`src/rtl/hs_npu_memory_interface.sv`:
```
// Bridge from the NPU memory-ordering stage to an Avalon-MM burst master.
// Reads gather one line of beats into read_data_o; writes serialise a latched line.
module hs_npu_memory_interface #(
   parameter int unsigned SIZE           = 8,
   parameter int unsigned WORDS_PER_LINE = SIZE * 8 / 32,
   parameter int unsigned BURST_WIDTH    = $clog2(WORDS_PER_LINE) + 1
) (
   input  logic                                clk,
   input  logic                                rst_n,
   input  logic                                read_ready_i,
   input  logic                                write_valid_i,
   input  logic [31:0]                         request_address_i,
   input  logic [WORDS_PER_LINE-1:0][31:0]     write_data_i,
   output logic [WORDS_PER_LINE-1:0][31:0]     read_data_o,
   output logic                                mem_valid_o,
   output logic                                mem_ready_o,
   output logic [31:0]                         avm_address,
   output logic                                avm_read,
   output logic                                avm_write,
   output logic [BURST_WIDTH-1:0]              avm_burstcount,
   output logic [3:0]                          avm_byteenable,
   output logic [31:0]                         avm_writedata,
   input  logic [31:0]                         avm_readdata,
   input  logic                                avm_readdatavalid,
   input  logic                                avm_waitrequest
);

   localparam int unsigned IdxW = (WORDS_PER_LINE > 1) ? $clog2(WORDS_PER_LINE) : 1;
   localparam logic [IdxW-1:0] LastIdx = IdxW'(WORDS_PER_LINE - 1);

   typedef enum logic [2:0] {
      StIdle,
      StRdReq,
      StRdData,
      StRdDone,
      StWrBurst
   } state_e;

   state_e                          state_q, state_d;
   logic [IdxW-1:0]                 cnt_q, cnt_d;
   logic [31:0]                     addr_q, addr_d;
   logic [WORDS_PER_LINE-1:0][31:0] wline_q, wline_d;
   logic [WORDS_PER_LINE-1:0][31:0] rdata_q, rdata_d;
   logic                            beat_last;

   always_ff @(posedge clk or negedge rst_n) begin
      if (!rst_n) begin
         state_q <= StIdle;
         cnt_q   <= '0;
         addr_q  <= '0;
         wline_q <= '0;
         rdata_q <= '0;
      end else begin
         state_q <= state_d;
         cnt_q   <= cnt_d;
         addr_q  <= addr_d;
         wline_q <= wline_d;
         rdata_q <= rdata_d;
      end
   end

   always_comb begin
      state_d   = state_q;
      cnt_d     = cnt_q;
      addr_d    = addr_q;
      wline_d   = wline_q;
      rdata_d   = rdata_q;
      beat_last = (cnt_q == LastIdx);
      unique case (state_q)
         StIdle: begin
            if (write_valid_i) begin
               addr_d  = request_address_i;
               wline_d = write_data_i;
               state_d = StWrBurst;
            end else if (read_ready_i) begin
               addr_d  = request_address_i;
               state_d = StRdReq;
            end
         end
         StRdReq: begin
            // A fast slave may return the first beat in the accept cycle itself.
            if (avm_readdatavalid) begin
               rdata_d[cnt_q] = avm_readdata;
               cnt_d          = beat_last ? '0 : cnt_q + IdxW'(1);
            end
            if (!avm_waitrequest) begin
               state_d = (avm_readdatavalid && beat_last) ? StRdDone : StRdData;
            end
         end
         StRdData: begin
            if (avm_readdatavalid) begin
               rdata_d[cnt_q] = avm_readdata;
               if (beat_last) begin
                  cnt_d   = '0;
                  state_d = StRdDone;
               end else begin
                  cnt_d = cnt_q + IdxW'(1);
               end
            end
         end
         StRdDone: begin
            state_d = StIdle;
         end
         StWrBurst: begin
            if (!avm_waitrequest) begin
               if (beat_last) begin
                  cnt_d   = '0;
                  state_d = StIdle;
               end else begin
                  cnt_d = cnt_q + IdxW'(1);
               end
            end
         end
         default: begin
            state_d = StIdle;
            cnt_d   = '0;
         end
      endcase
   end

   assign avm_read       = (state_q == StRdReq);
   assign avm_write      = (state_q == StWrBurst);
   assign avm_burstcount = (avm_read || avm_write) ? BURST_WIDTH'(WORDS_PER_LINE) : '0;
   assign avm_address    = (avm_read || avm_write) ? addr_q : '0;
   assign avm_writedata  = avm_write ? wline_q[cnt_q] : '0;
   assign avm_byteenable = 4'hF;
   assign mem_valid_o    = (state_q == StRdDone);
   // Gated by reset so every handshake output reads 0 while reset is held.
   assign mem_ready_o    = rst_n && (state_q == StIdle);
   assign read_data_o    = rdata_q;

endmodule

```
`config.mk`:
```
export PLATFORM = sky130hd
export DESIGN_NAME = hs_npu_memory_interface
export DESIGN_NICKNAME = d
export VERILOG_FILES = /design/src/rtl/hs_npu_memory_interface.sv
export SDC_FILE = /design/constraint.sdc
export NUM_CORES = 1
export LEC_CHECK = 0
export ABC_AREA = 1
export CAP_MARGIN = 20
export CORE_MARGIN = 2
export CORE_UTILIZATION = 35
export DETAILED_ROUTE_END_ITERATION = 7
export GPL_ROUTABILITY_DRIVEN = 0
export MAX_ROUTING_LAYER = met4
export PLACE_DENSITY = 0.78
export RECOVER_POWER = 50
export SLEW_MARGIN = 20
export SYNTH_ARGS = -nofsm -noshare
export SYNTH_HDL_FRONTEND = slang
export SYNTH_SLANG_ARGS = --single-unit
```
`constraint.sdc`:
```
create_clock -name clk -period 1.73 [get_ports clk]
set_input_delay 0.173 -clock clk [delete_from_list [all_inputs] [get_ports clk]]
set_output_delay 0.173 -clock clk [all_outputs]
set_load 0.05 [all_outputs]
```
# Word-level counts from Yosys, hierarchy flattened

Cells that the tools add are included.

Flip-flop bits (word level): 164
Latch bits: 0
RAM bits: 0
Memory bits (read-only): 0
Bits of input ports: 134
Output and inout bits: 138
Memories: 0

Add/subtract/negate cells: 1
Multiply operators: 0
Divide/modulo/power cells: 0
$lt $le $gt $ge: 2
Eq/ne operators: 11
Shift operators: 0
Multiplexer cells: 23
Bitwise logic cells: 1
Reduce and logical (&&, ||, !) cells: 13

Operators by type and width:

| operator              | number |
|---|---|
| $mux W32              | 7 |
| $bwmux W64            | 1 |
| $demux W32 S1         | 1 |
| $mux W3               | 7 |
| $pmux W3 S4           | 1 |
| $ne A2 B2 Y1 const B  | 4 |
| $eq A3 B2 Y1 const B  | 2 |
| $reduce_and A2 Y1     | 3 |
| $reduce_and A6 Y1     | 1 |
| $mux W1               | 4 |
| $ne A2 B1 Y1 const B  | 2 |
| $reduce_or A2 Y1      | 2 |
| $eq A3 B1 Y1 const B  | 1 |
| $eq A3 B3 Y1 const B  | 1 |
| $logic_and A1 B1 Y1   | 3 |
| $logic_not A3 Y1      | 1 |
| $ne A3 B3 Y1 const B  | 1 |
| $pmux W1 S3           | 1 |
| $reduce_and A3 Y1     | 1 |
| $lt A1 B2 Y1 const B  | 1 |
| $mux W2               | 1 |
| $reduce_bool A2 Y1    | 1 |
| $add A1 B1 Y1 const B | 1 |
| $ge A1 B1 Y1 const B  | 1 |
| other kinds (2)       | 2 |

# Logic depth before layout (Yosys ltp)

Word-level depth: 5
Mapped depth: 8

# Worst setup path after synthesis

No wires, ideal clock.

Path type: flip-flop to output port
Start point: register state_q[1]
End point: output avm_address[0]
Arrival: 2,162 ps
Required time: 1,557 ps
Setup slack: -605 ps
Stages on the path, launching flop included: 7
Path through: dfrtp_1 > nor2_4 > nand2_1 > nand2_1 > inv_1 > buf_2 > nor2_1

Word-level cells in the longest chain between the ends: 3
Elaborated cells between the ends (all ways): 4
Classes of those cells: 2 x eq/ne; 1 x mux; 1 x reduce/logical

RTL lines:

| what                                                | line     | source |
|---|---|---|
| from (decl)                                         | 39       | `state_e state_q, state_d;` |
| from (signal assigned)                              | 48       | `state_q <= StIdle;` |
| from (signal assigned)                              | 54       | `state_q <= state_d;` |
| $eq A3 B1 Y1 / $eq A3 B3 Y1 (equally long branches) | 121, 122 |  |
| $logic_or A1 B1 Y1 (*)                              | 124      | `assign avm_address = (avm_read \|\| avm_write) ? addr_q : '0;` |
| $mux W32 (*)                                        | 124      |  |
| to (decl)                                           | 17       | `output logic [31:0] avm_address,` |

Every way passes the cells marked *; elsewhere a longest branch is shown, timed or not.

# Final worst setup path

Start point: register state_q[1]
End point: output avm_address[8]

The elaborated chain is that of the path after synthesis.

==> results.toml <==
[worst_setup_path]
crit_start = "state_q[1]$_DFFE_PN0P_"
cp.arrival_ns = 1.69
worst_r2r_path_depth = 9
timing.rr.end = "wline_q[35]$_DFFE_PN0P_"
endpoint = "avm_address[8]"
start_kind = "register"
crit_path_end_kind = "primary output"
rrSetupSlack_ns = -0.08
worstPathRequired_ns = 1.56
crit_type = "reg -> out"
r2r-start = "state_q[2]$_DFFE_PN0P_"
cp_max_fo = 6

[timing]
period_needed_ns = 1.864
drv_slew = 0
tightest_slew_ns = 0.9629
grt_setup_unrepaired = "yes"
slew-limit-headroom = 0.3581
finalHoldViolCount = 0
clock_skew_ns = 0.007952
setup_slack_ns = -0.1337
setup_viol = 98
fin_crit_sh = 1.077
hold-worst-slack_ns = 0.2844
fmax_mhz = 536.6
fin_setup_tns_ns = -8.753

[status]
violations = "setup timing"
status = "finished with violations"

[pwr]
ir_worst_vdd_mv = 1.075
cellPowerDensity_nw_per_um2 = 2364
leakagePower_nw = 5.793

[cts]
numCtsBuffers = 17
cts_tree = "yes"
clockRootBuffer = "clkbuf_16"
cts.sinks = 164
cts_buffer_depth = 2
ctsHtreeMaxLevel = 4
clock_latency_ns = 0.41
clkTransAtPathRegs_ns = 0.07

[synth]
syn_avg_cell_area_um2 = 8.231
synthCells = 851
synth_cell_type_count = 21
synth.yosys.seq_area_share = 0.5859
yosys_warnings = 0
ys_ff_latch = 164
syn-cell-area_um2 = 7004

[global_route]
grt_antenna_before_repair = 0
grt_use_total = 0.2004
gr-total-overflow = 0
grt_pass1_wl_um = 33300
grt_pass1_vias = 6339
grt_max_degree = 103

[job]
max-cap-violations = 0

[layout]
nets = 1260
syn_to_final_growth_pct = 66.65
fin_cells = 1404
final_util = 0.5978
drive_gt1_frac = 0.1888
num_antenna_cells = 0

[detailed_routing]
routed_wl_um = 21410
route.detailed.drc = 0
dr.pass1.iters = 5
drt_iter0_drc = 267
wl_per_cell_um = 15.25
vias = 6558
ant_nets = 0
viasPerCell = 4.671

[placed_design]
hpwlAfterDp_um = 13790
placement.io_buffers = 266
post-place-ws_ns = 0.01347
dp.cells = 1352

[floorplan]
fp.dieW_um = 145.5
initial_utilization = 0.3587
die_h_um = 145.5
dieArea_um2 = 21160
core_um2 = 19530
ios = 272
std_cell_rows = 51

[hold_path]
hp-class = "in -> reg"
-- sequential cells by signal (all words and copies together), names as in the netlist --
name         cells
read_data_o     64
wline_q         64
addr_q          32
state_q          3
beat_last        1
-- area by class of cell --
cell class                 count  area [um^2]
multi-input combinational    560         2808
clock inverter                15        190.2
clock buffer                  17        425.4
timing repair buffer         304         3498
tap                          265        331.6
sequential                   164         4105
fill                        1668         7854
inverter                      79        314.1
-- report_power, final --
part | internal, W | leakage [nW] | total [W] | switching (W)
logic | 0.00617 | 3.49 | 0.0171 | 0.0109
clock network | 0.00231 | 0.294 | 0.00397 | 0.00166
registers | 0.00566 | 2.01 | 0.00655 | 0.000882
total | 0.0141 | 5.79 | 0.0276 | 0.0135
-- worst min path at each step --
stage	from	endpoint	slack [ns]	cells after the start
final	write_data_i[32]	wline_q[32]$_DFFE_PN0P_	0.28	3
after global routing	write_data_i[59]	wline_q[59]$_DFFE_PN0P_	0.29	3
after CTS	write_data_i[17]	wline_q[17]$_DFFE_PN0P_	0.27	3
after detailed placement	rst_n	beat_last$_DFFE_PN0P_	0.30	2
after global placement	rst_n	beat_last$_DFFE_PN0P_	0.30	2
after floorplan	rst_n	addr_q[0]$_DFFE_PN0P_	-0.12	0
-- stage by stage --
step,power [W],instance area (um^2)
after floorplan,0.01653,7288
after global placement,0.02239,10520
after detailed placement,0.02269,10520
after CTS,0.02718,11400
after global routing,0.02903,11670
final,0.02760,11670
-- per-layer routing --
layer	vias up	part of all wire	track usage
met1	3154	0.43	0.2553
met4	0	0.014	0.05294
met2	231	0.49	0.3213
met5	-	0	-
li1	3149	-	-
met3	24	0.065	0.04984
-- what timing repair did --
item,CTS,global route
hold endpoints to repair,164,0
buffers inserted,7,5
pin swaps,9,3
resized for setup,109,43
cloned,3,5
hold buffers,1,0
setup endpoints to repair,124,111
-- cells in the mapped netlist --
cell type / n / share of area
a21oi_1: 65 / 0.046
buf_6: 7 / 0.011
nor2_1: 69 / 0.037
nand4_1: 1 / 0.00089
inv_2: 1 / 0.00054
nand3_4: 1 / 0.0025
clkbuf_1: 10 / 0.0054
nand2_1: 335 / 0.18
conb_1: 2 / 0.0011
buf_2: 26 / 0.019
nor2_4: 1 / 0.0016
clkinv_1: 1 / 0.00054
clkbuf_2: 3 / 0.0021
buf_4: 5 / 0.0054
inv_1: 77 / 0.041
or2_1: 1 / 0.00089
o21ai_1: 1 / 0.00071
o21ai_0: 64 / 0.046
dfrtp_1: 164 / 0.59
nand2_2: 3 / 0.0027
nand3_1: 14 / 0.010
-- placed cells by master (no fill, tap or decap), drive strengths merged --
master	count
dfrtp	164
clkdlybuf4s50	132
o21ai	65
bufinv	3
buf	100
nor2	70
a21oi	65
nand2	338
conb	5
dlygate4sd2	58
nand4	1
nand3	15
clkbuf	30
dlygate4sd3	1
or2	1
clkinvlp	3
inv	85
clkinv	3
-- logic make-up (layout without fill, tap and decap cells) --
group / Yosys count / after routing / share of synthesized area
DFF: 164 / 164 / 0.5859
buffers and inverters: 130 / 415 / 0.08503
other: 2 / 5 / 0.001072
and+or+nand+nor: 425 / 425 / 0.2351
AOI/OAI and AO/OA: 130 / 130 / 0.09289
-- critical path: stages (launching register included) --
cell and delay, ns:
dfrtp_2 0.45, nor2_4 0.15, nand2_4 0.08, nand2_4 0.09
inv_8 0.07, buf_12 0.15, nor2_4 0.12, buf_12 0.15
Power figures use the tool's default switching activity.
